==> config.mk <==
export PLATFORM = sky130hd
export DESIGN_NAME = word_mismatch_monitor
export DESIGN_NICKNAME = d
export VERILOG_FILES = /design/src/rtl/word_mismatch_monitor_pkg.sv /design/src/rtl/word_mismatch_monitor_neq_cmp.sv /design/src/rtl/word_mismatch_monitor.sv
export SDC_FILE = /design/constraint.sdc
export NUM_CORES = 1
export LEC_CHECK = 0
export CORE_MARGIN = 4
export CORE_UTILIZATION = 40
export CTS_BUF_LIST = sky130_fd_sc_hd__clkbuf_4 sky130_fd_sc_hd__clkbuf_8
export CTS_CLUSTER_DIAMETER = 50
export DETAILED_ROUTE_END_ITERATION = 12
export PLACE_DENSITY = 0.8
export SLEW_MARGIN = 20
export SYNTH_ARGS = -nofsm -noshare
export SYNTH_HDL_FRONTEND = slang
export SYNTH_HIERARCHICAL = 1
export SYNTH_SLANG_ARGS = --single-unit
==> constraint.sdc <==
create_clock -name clk -period 3.8 [get_ports clk]
set_input_delay 0.76 -clock clk [delete_from_list [all_inputs] [get_ports clk]]
set_output_delay 0.76 -clock clk [all_outputs]
set_load 0.02 [all_outputs]
==> src/rtl/word_mismatch_monitor_pkg.sv <==
// ============================================================================
// Module : word_mismatch_monitor_pkg
// Brief  : Shared FSM encodings, default parameters and run-length constants
// Rev    : 1.0  initial release
// ============================================================================
`default_nettype none

package word_mismatch_monitor_pkg;

  typedef enum logic [1:0] {
    ST_IDLE  = 2'd0,
    ST_MATCH = 2'd1,
    ST_MISM  = 2'd2,
    ST_ALARM = 2'd3
  } state_t;

  localparam int DEF_W       = 6;
  localparam int DEF_CNT_W   = 8;
  localparam int DEF_RUN_LIM = 3;

  localparam int                RUN_W   = 4;
  localparam logic [RUN_W-1:0]  RUN_MAX = 4'hF;

endpackage

`default_nettype wire

==> src/rtl/word_mismatch_monitor_neq_cmp.sv <==
// ============================================================================
// Module : word_neq_cmp
// Brief  : Combinational W-bit XOR/OR inequality comparator with diff mask
// Rev    : 1.0  initial release
// ============================================================================
`default_nettype none

module word_neq_cmp #(
  parameter int W = 6
) (
  input  logic [W-1:0] i_a,
  input  logic [W-1:0] i_b,
  output logic         o_neq,
  output logic [W-1:0] o_diff_mask
);

  assign o_diff_mask = i_a ^ i_b;
  assign o_neq       = |o_diff_mask;

endmodule

`default_nettype wire

==> src/rtl/word_mismatch_monitor.sv <==
// ============================================================================
// Module : word_mismatch_monitor
// Brief  : Registered word-pair mismatch monitor with saturating count, run
//          tracker and sticky back-pressuring alarm. Optional popcount output
//          enabled by macro GUIA08_POPCOUNT_EN.
// Rev    : 1.0  initial release
// ============================================================================
`default_nettype none

module word_mismatch_monitor
  import word_mismatch_monitor_pkg::*;
#(
  parameter int W       = DEF_W,
  parameter int CNT_W   = DEF_CNT_W,
  parameter int RUN_LIM = DEF_RUN_LIM
) (
  input  logic                   clk,
  input  logic                   rst_n,
  input  logic                   i_in_valid,
  output logic                   o_in_ready,
  input  logic [W-1:0]           i_in_a,
  input  logic [W-1:0]           i_in_b,
  input  logic                   i_clear,
  output logic                   o_neq_valid,
  output logic                   o_neq,
  output logic [W-1:0]           o_diff_mask,
  output logic [$clog2(W+1)-1:0] o_diff_bits,
  output logic [CNT_W-1:0]       o_mismatch_count,
  output logic [RUN_W-1:0]       o_run_len,
  output logic                   o_alarm
);

  localparam int               DB_W      = $clog2(W+1);
  localparam logic [RUN_W-1:0] c_run_lim = RUN_W'(RUN_LIM);

  state_t           r_state;
  state_t           w_next_state;
  logic             w_ready;
  logic             w_xfer;
  logic             w_neq;
  logic [W-1:0]     w_diff_mask;
  logic [RUN_W-1:0] w_run_inc;
  logic             w_cnt_sat;

  logic             r_neq_valid;
  logic             r_neq;
  logic [W-1:0]     r_diff_mask;
  logic [CNT_W-1:0] r_count;
  logic [RUN_W-1:0] r_run_len;
  logic             r_alarm;

  word_neq_cmp #(
    .W (W)
  ) u_cmp (
    .i_a         (i_in_a),
    .i_b         (i_in_b),
    .o_neq       (w_neq),
    .o_diff_mask (w_diff_mask)
  );

  // Ready depends on state alone so the producer never sees a valid->ready loop.
  assign w_ready   = (r_state != ST_ALARM);
  assign w_xfer    = i_in_valid & w_ready;
  assign w_run_inc = (r_run_len == RUN_MAX) ? r_run_len : r_run_len + 1'b1;
  assign w_cnt_sat = &r_count;

  always_ff @(posedge clk or negedge rst_n) begin
    if (!rst_n) begin
      r_state <= ST_IDLE;
    end else begin
      r_state <= w_next_state;
    end
  end

  always_comb begin
    w_next_state = r_state;
    if (i_clear) begin
      w_next_state = ST_IDLE;
    end else if (w_xfer) begin
      if (!w_neq) begin
        w_next_state = ST_MATCH;
      end else if (w_run_inc >= c_run_lim) begin
        w_next_state = ST_ALARM;
      end else begin
        w_next_state = ST_MISM;
      end
    end
  end

  always_ff @(posedge clk or negedge rst_n) begin
    if (!rst_n) begin
      r_neq_valid <= 1'b0;
      r_neq       <= 1'b0;
      r_diff_mask <= '0;
      r_count     <= '0;
      r_run_len   <= '0;
      r_alarm     <= 1'b0;
    end else begin
      // A transfer coinciding with clear is consumed but produces no result.
      r_neq_valid <= w_xfer & ~i_clear;
      if (i_clear) begin
        r_neq       <= 1'b0;
        r_diff_mask <= '0;
        r_count     <= '0;
        r_run_len   <= '0;
        r_alarm     <= 1'b0;
      end else if (w_xfer) begin
        r_neq       <= w_neq;
        r_diff_mask <= w_diff_mask;
        if (w_neq) begin
          r_run_len <= w_run_inc;
          if (!w_cnt_sat) begin
            r_count <= r_count + 1'b1;
          end
          if (w_run_inc >= c_run_lim) begin
            r_alarm <= 1'b1;
          end
        end else begin
          r_run_len <= '0;
        end
      end
    end
  end

`ifdef GUIA08_POPCOUNT_EN
  logic [DB_W-1:0] w_popcnt;
  logic [DB_W-1:0] r_diff_bits;

  always_comb begin
    w_popcnt = '0;
    for (int i = 0; i < W; i++) begin
      w_popcnt = w_popcnt + DB_W'(w_diff_mask[i]);
    end
  end

  always_ff @(posedge clk or negedge rst_n) begin
    if (!rst_n) begin
      r_diff_bits <= '0;
    end else if (i_clear) begin
      r_diff_bits <= '0;
    end else if (w_xfer) begin
      r_diff_bits <= w_popcnt;
    end
  end

  assign o_diff_bits = r_diff_bits;
`else
  assign o_diff_bits = {DB_W{1'b0}};
`endif

  assign o_in_ready       = w_ready;
  assign o_neq_valid      = r_neq_valid;
  assign o_neq            = r_neq;
  assign o_diff_mask      = r_diff_mask;
  assign o_mismatch_count = r_count;
  assign o_run_len        = r_run_len;
  assign o_alarm          = r_alarm;

endmodule

`default_nettype wire

-- Word level (Yosys, flattened, before mapping)
Index checks and enable logic that the tools add are counted.
- word-level logic and storage cells: 44
- output and inout port bits: 25
- memories kept: 0
- bits in writable memories: 0
- ROM bits: 0
- register bits: 23
- latch bits: 0
- multipliers: 0
- divide/modulo/power cells: 0
- eq/ne operators: 3
- reduce and logical (&&, ||, !) cells: 7
- shift-type cells: 0
- multiplexer cells: 20
- order comparisons: 1
- add/sub/neg operators: 2
- bitwise operators: 4
- operator list (operator ; count):
    8-bit 2-to-1 mux ; 4
    4-bit 2-to-1 mux ; 4
    6-bit 2-to-1 mux ; 2
    8-bit by 1-bit adder with 8-bit output, second input constant ; 1
    8-bit AND reduction ; 1
    1-bit 2-to-1 mux ; 7
    2-bit 2-to-1 mux ; 3
    3-bit AND reduction ; 2
    2-bit nonzero test ; 3
    6-bit OR reduction ; 1
    6-bit XOR ; 1
    4-bit by 1-bit adder with 4-bit output, second input constant ; 1
    4-bit equality test, second input constant ; 1
    4-bit by 2-bit greater-or-equal comparator with 1-bit output, second input constant ; 1
    2-bit inequality test, second input constant ; 2
    1-bit AND ; 2
    1-bit NOT ; 1

-- Logic depth before layout (Yosys ltp)
- depth in word-level cells: 7
- depth in mapped cells: 7
- mapped depth without buffers: 7

-- Hierarchy
Netlist, hierarchy kept.
- by module, submodules not included (module ; area each (µm²) ; cells an instance ; instances):
    word_mismatch_monitor ; 1111.1 ; 119 ; 1
    word_neq_cmp ; 66.3 ; 9 ; 1

-- Worst setup path before layout
No wires, ideal clock.
- kind: input -> register
- start point: input i_in_b[3]
- end point: register r_count[5], in the netlist o_mismatch_count[5]
- stages on the path: 7
- path slack: 1.697 ns
- arrival: 1.978 ns
- cell sequence: xor2_1 nor4_1 nand2_1 nand2_1 buf_6 nor4_1 mux2_2
- word-level cells in the longest chain between the ends: 4
- ends and longest elaborated chain (item ; RTL line ; RTL):
    start: declaration ; word_mismatch_monitor.sv:22 ; input logic [W-1:0] i_in_b,
    6-bit XOR ; word_mismatch_monitor_neq_cmp.sv:17 ; assign o_diff_mask = i_a ^ i_b;
    6-bit OR reduction ; word_mismatch_monitor_neq_cmp.sv:18 ; assign o_neq = |o_diff_mask;
    named net w_neq ; word_mismatch_monitor.sv:40 ; logic w_neq;
    2-bit nonzero test (no line) ; - ;
    3-bit AND reduction (no line) ; - ;
    end signal: assignment ; word_mismatch_monitor.sv:113 ; r_count <= r_count + 1'b1;
    end: declaration ; word_mismatch_monitor.sv:48 ; logic [CNT_W-1:0] r_count;
The timed path passes the listed nets, and every way through them passes these cells.
A chain may end at the register's enable or synchronous reset.

-- Worst setup path in the final report
- start point: input i_in_valid
- end point: register r_count[5], in the netlist o_mismatch_count[5]
- word-level cells in the longest chain between the ends: 3
- ends and longest elaborated chain (item ; RTL line ; RTL):
    start: declaration ; word_mismatch_monitor.sv:19 ; input logic i_in_valid,
    1-bit AND ; word_mismatch_monitor.sv:63 ; assign w_xfer = i_in_valid & w_ready;
    2-bit nonzero test (no line) ; - ;
    3-bit AND reduction (no line) ; - ;
No other way between the ends.

==> impl_results.md <==
- Starting Density: between 40% and 50%
- Sink Count: 22
- Post-CTS Setup Bufs: 0
- Mux cell area share after synthesis: less than 1%
- Final Setup Violations: 0
- # diodes: 0
- Via Count: approximately 1100
- Final ANT Viol Nets: 0
- Hold wc startpoint: o_diff_mask[2]
- Worst Skew: approximately 0.0057 ns
- Syn_area_per_cell: around 9 um2
- 1st-pass router iterations: 4
- Num rows: 19
- WL/cell: approximately 15 um
- Die footprint: a little under 4000 um2
- Slew Limit Headroom: between 30% and 40%
- Worst endpoint required time: about 4.0 ns
- Final wirelength: between 2 and 3 mm
- CTS buffer count: 3
- Crit path time final: ~2.6 ns
- Layout cell share with drive strength beyond 1: 5.56%
- Hold_buf cts: 0
- CP arrival: 2.85 ns
- RSZ-0062 raised after global routing: no
- Clock root buffer: clkbuf_4
- Die height: 62.3 um
- Insertion delay to the later sink of the worst-skew pair: 0.31 ns
- EDFF count, synth: 0
- Status: complete, no violations
- IO Count: 41
- Vias in the first global route: ~1100
- HPWL after DPL: a little over 2 mm
- Synth async-reset ratio: between 90% and 100%
- CORE AREA: 2780 um2
- Gr ovfl total: 0
- Startpoint Class: input pin
- Hold Path Class: reg -> reg
- Largest cells by area after synthesis: dfrtp_1 47%, a21oi_1 7.2%, nand2_1 6.4%, xor2_1 4.5%, nor2_1 2.2%
- Hold Path Stages: 2
- Largest net degree at the start of global routing: 24
- Synth Area in Simple Gates: about a quarter
- Final hold violations: 0
- Area grow syn2layout: 35.3%
- Setup crit end kind: flop
- Total power: between 0.5 and 0.6 mW
- M2 GR Usage: 25.3%
- Adder-cell share of the synthesized area: 2.13%
- Yosys cell types: 34
- Top post-synthesis cells by count: 22 x dfrtp_1, 20 x nand2_1, 17 x a21oi_1
- GRT busiest layer: met2
- H-tree depth: 1
- Clock Pin Slew Worst Setup and Hold Paths: approximately 0.13 ns
- Sequential element share of the synthesized area: 46.8%
- Main combinational cell family by area after synthesis: simple AND/OR/NAND/NOR gates
- XOR/XNOR Fraction of Synth Area: 4.46%
- Synth Register Bits: 22
- Slew Limit Fails: 0
- Worst-margin pin slew: slightly below 1 ns
- Initial DRC count: 29
- Vias per inst: between 5 and 6
- Worst vdd ir: between 150 and 200 uV
- Met3 global-route usage: 4.14%
- Initial antenna violation count: 0
- YS warnings: 6
- Total negative slack: 0 ns
- Pwr Density: about 340 nW/um2
- Final Cycle Share: a little over two thirds
- Reg-to-Reg End: o_mismatch_count[5]
- Register-to-Register Path Depth: 4
- Post-synth top flop: dfrtp_1
- Port Buffers: 37
- Synthesized instance count: 128
- Hold EP: o_diff_mask[2]
- Clock Tree Buf Depth: 2
- Leading area contributor after synthesis: dfrtp_1
- Mapped cell area: 1180 um2
- First-pass GRT wire length: ~5 mm
- # DRC: 0
- Max cap viols: 0
- Worst reg2reg setup slack: ~1.7 ns
- FF-to-FF Start: r_state[1]
- NumNets Final: ~180
- Critical path type: in -> reg
- Top cell type's share of synthesized area: 46.8%
- Max frequency: approximately 380 MHz
- Resized cells post-CTS: 0
- Gpl congestion: about 0.86
- GR Util met1: about a fifth
- Gr usage total: between 10% and 20%
- Critical Path Fanout Max: 13
- TritonCTS clock tree: yes
- P_leak: ~0.66 nW
- Complex-gate fraction of the synthesized area: 17.2%
- Most common cell in the netlist: dfrtp_1
- Width of the chip: approximately 62 um
==> worst max path at each step <==
stage	from	endpoint	slack (ns)
detailed placement	i_in_valid	o_mismatch_count[5]	0.82
CTS	i_in_valid	o_mismatch_count[5]	1.15
finish	i_in_valid	o_mismatch_count[5]	1.15
global placement	i_in_valid	o_mismatch_count[5]	0.98
floorplan	i_in_b[3]	o_mismatch_count[5]	1.70
global route	i_in_valid	o_mismatch_count[5]	1.07
==> placed cells by master, fill, tap and decap left out, drive strengths merged, types with 2 or more instances in the layout <==
| cell | instances |
|---|---|
| or4 | 3 |
| nand3b | 2 |
| nand3 | 5 |
| ha | 2 |
| clkbuf | 3 |
| nor3 | 2 |
| or3 | 2 |
| nor4 | 2 |
| o31ai | 3 |
| dfrtp | 22 |
| clkdlybuf4s50 | 37 |
| nor2 | 7 |
| xor2 | 6 |
| nand4 | 2 |
| a21oi | 17 |
| o21ai | 5 |
| nor2b | 4 |
| conb | 3 |
| and4 | 2 |
| nand2 | 20 |
==> registers in the layout, summed over array words and instances, names as in the netlist <==
signal	count
o_diff_mask	6
o_alarm	1
o_neq_valid	1
o_mismatch_count	8
r_state	2
o_run_len	4
==> power breakdown <==
group	total [mW]	switching (mW)	internal [mW]
Clock	0.183	0.0760	0.107
Combinational	0.105	0.0565	0.0484
Sequential	0.257	0.0122	0.245
Total	0.545	0.145	0.400
==> worst max-delay path: stages <==
cell             delay [ns]
clkdlybuf4s50_1        0.50
a21boi_2               0.48
nand2_1                0.36
nor4_1                 0.38
mux2_2                 0.37
==> stage by stage <==
step                util, %  area [um2]  instances  worst slack, ns  hold WS [ns]
floorplan                 -        1180        130             1.70         0.464
global placement       55.4        1540        189            0.981         0.487
detailed placement     55.4        1540        189            0.818         0.508
CTS                    57.3        1590        193             1.15         0.541
global route           57.3        1590        193             1.07         0.587
finish                 57.3        1590        193             1.15         0.535
==> per-layer routing <==
metal | share of wire (%) | vias up
li1 | - | 527
met1 | 45 | 534
met2 | 49 | 34
met3 | 5.4 | 2
met4 | 0.75 | 0
met5 | 0 | -
==> cell families (layout without fill, tap and decap cells) <==
| family | after synthesis | count (layout) |
|---|---|---|
| and+or+nand+nor | 53 | 53 |
| AOI/OAI and AO/OA | 33 | 33 |
| DFF | 22 | 22 |
| buffers and inverters | 10 | 42 |
| xor gates and xnor gates | 6 | 6 |
| adders and majority gates | 2 | 2 |
| other | 1 | 3 |
| muxes | 1 | 1 |
==> cell type report <==
cell class                 count  area [um2]
multi-input combinational     98         577
clock buffer                   3        22.5
sequential                    22         551
fill                         245        1190
tap                           31        38.8
clock inverter                 1        30.0
inverter                       1        3.75
timing repair buffer          37         370
Power figures use the tool's default switching activity.
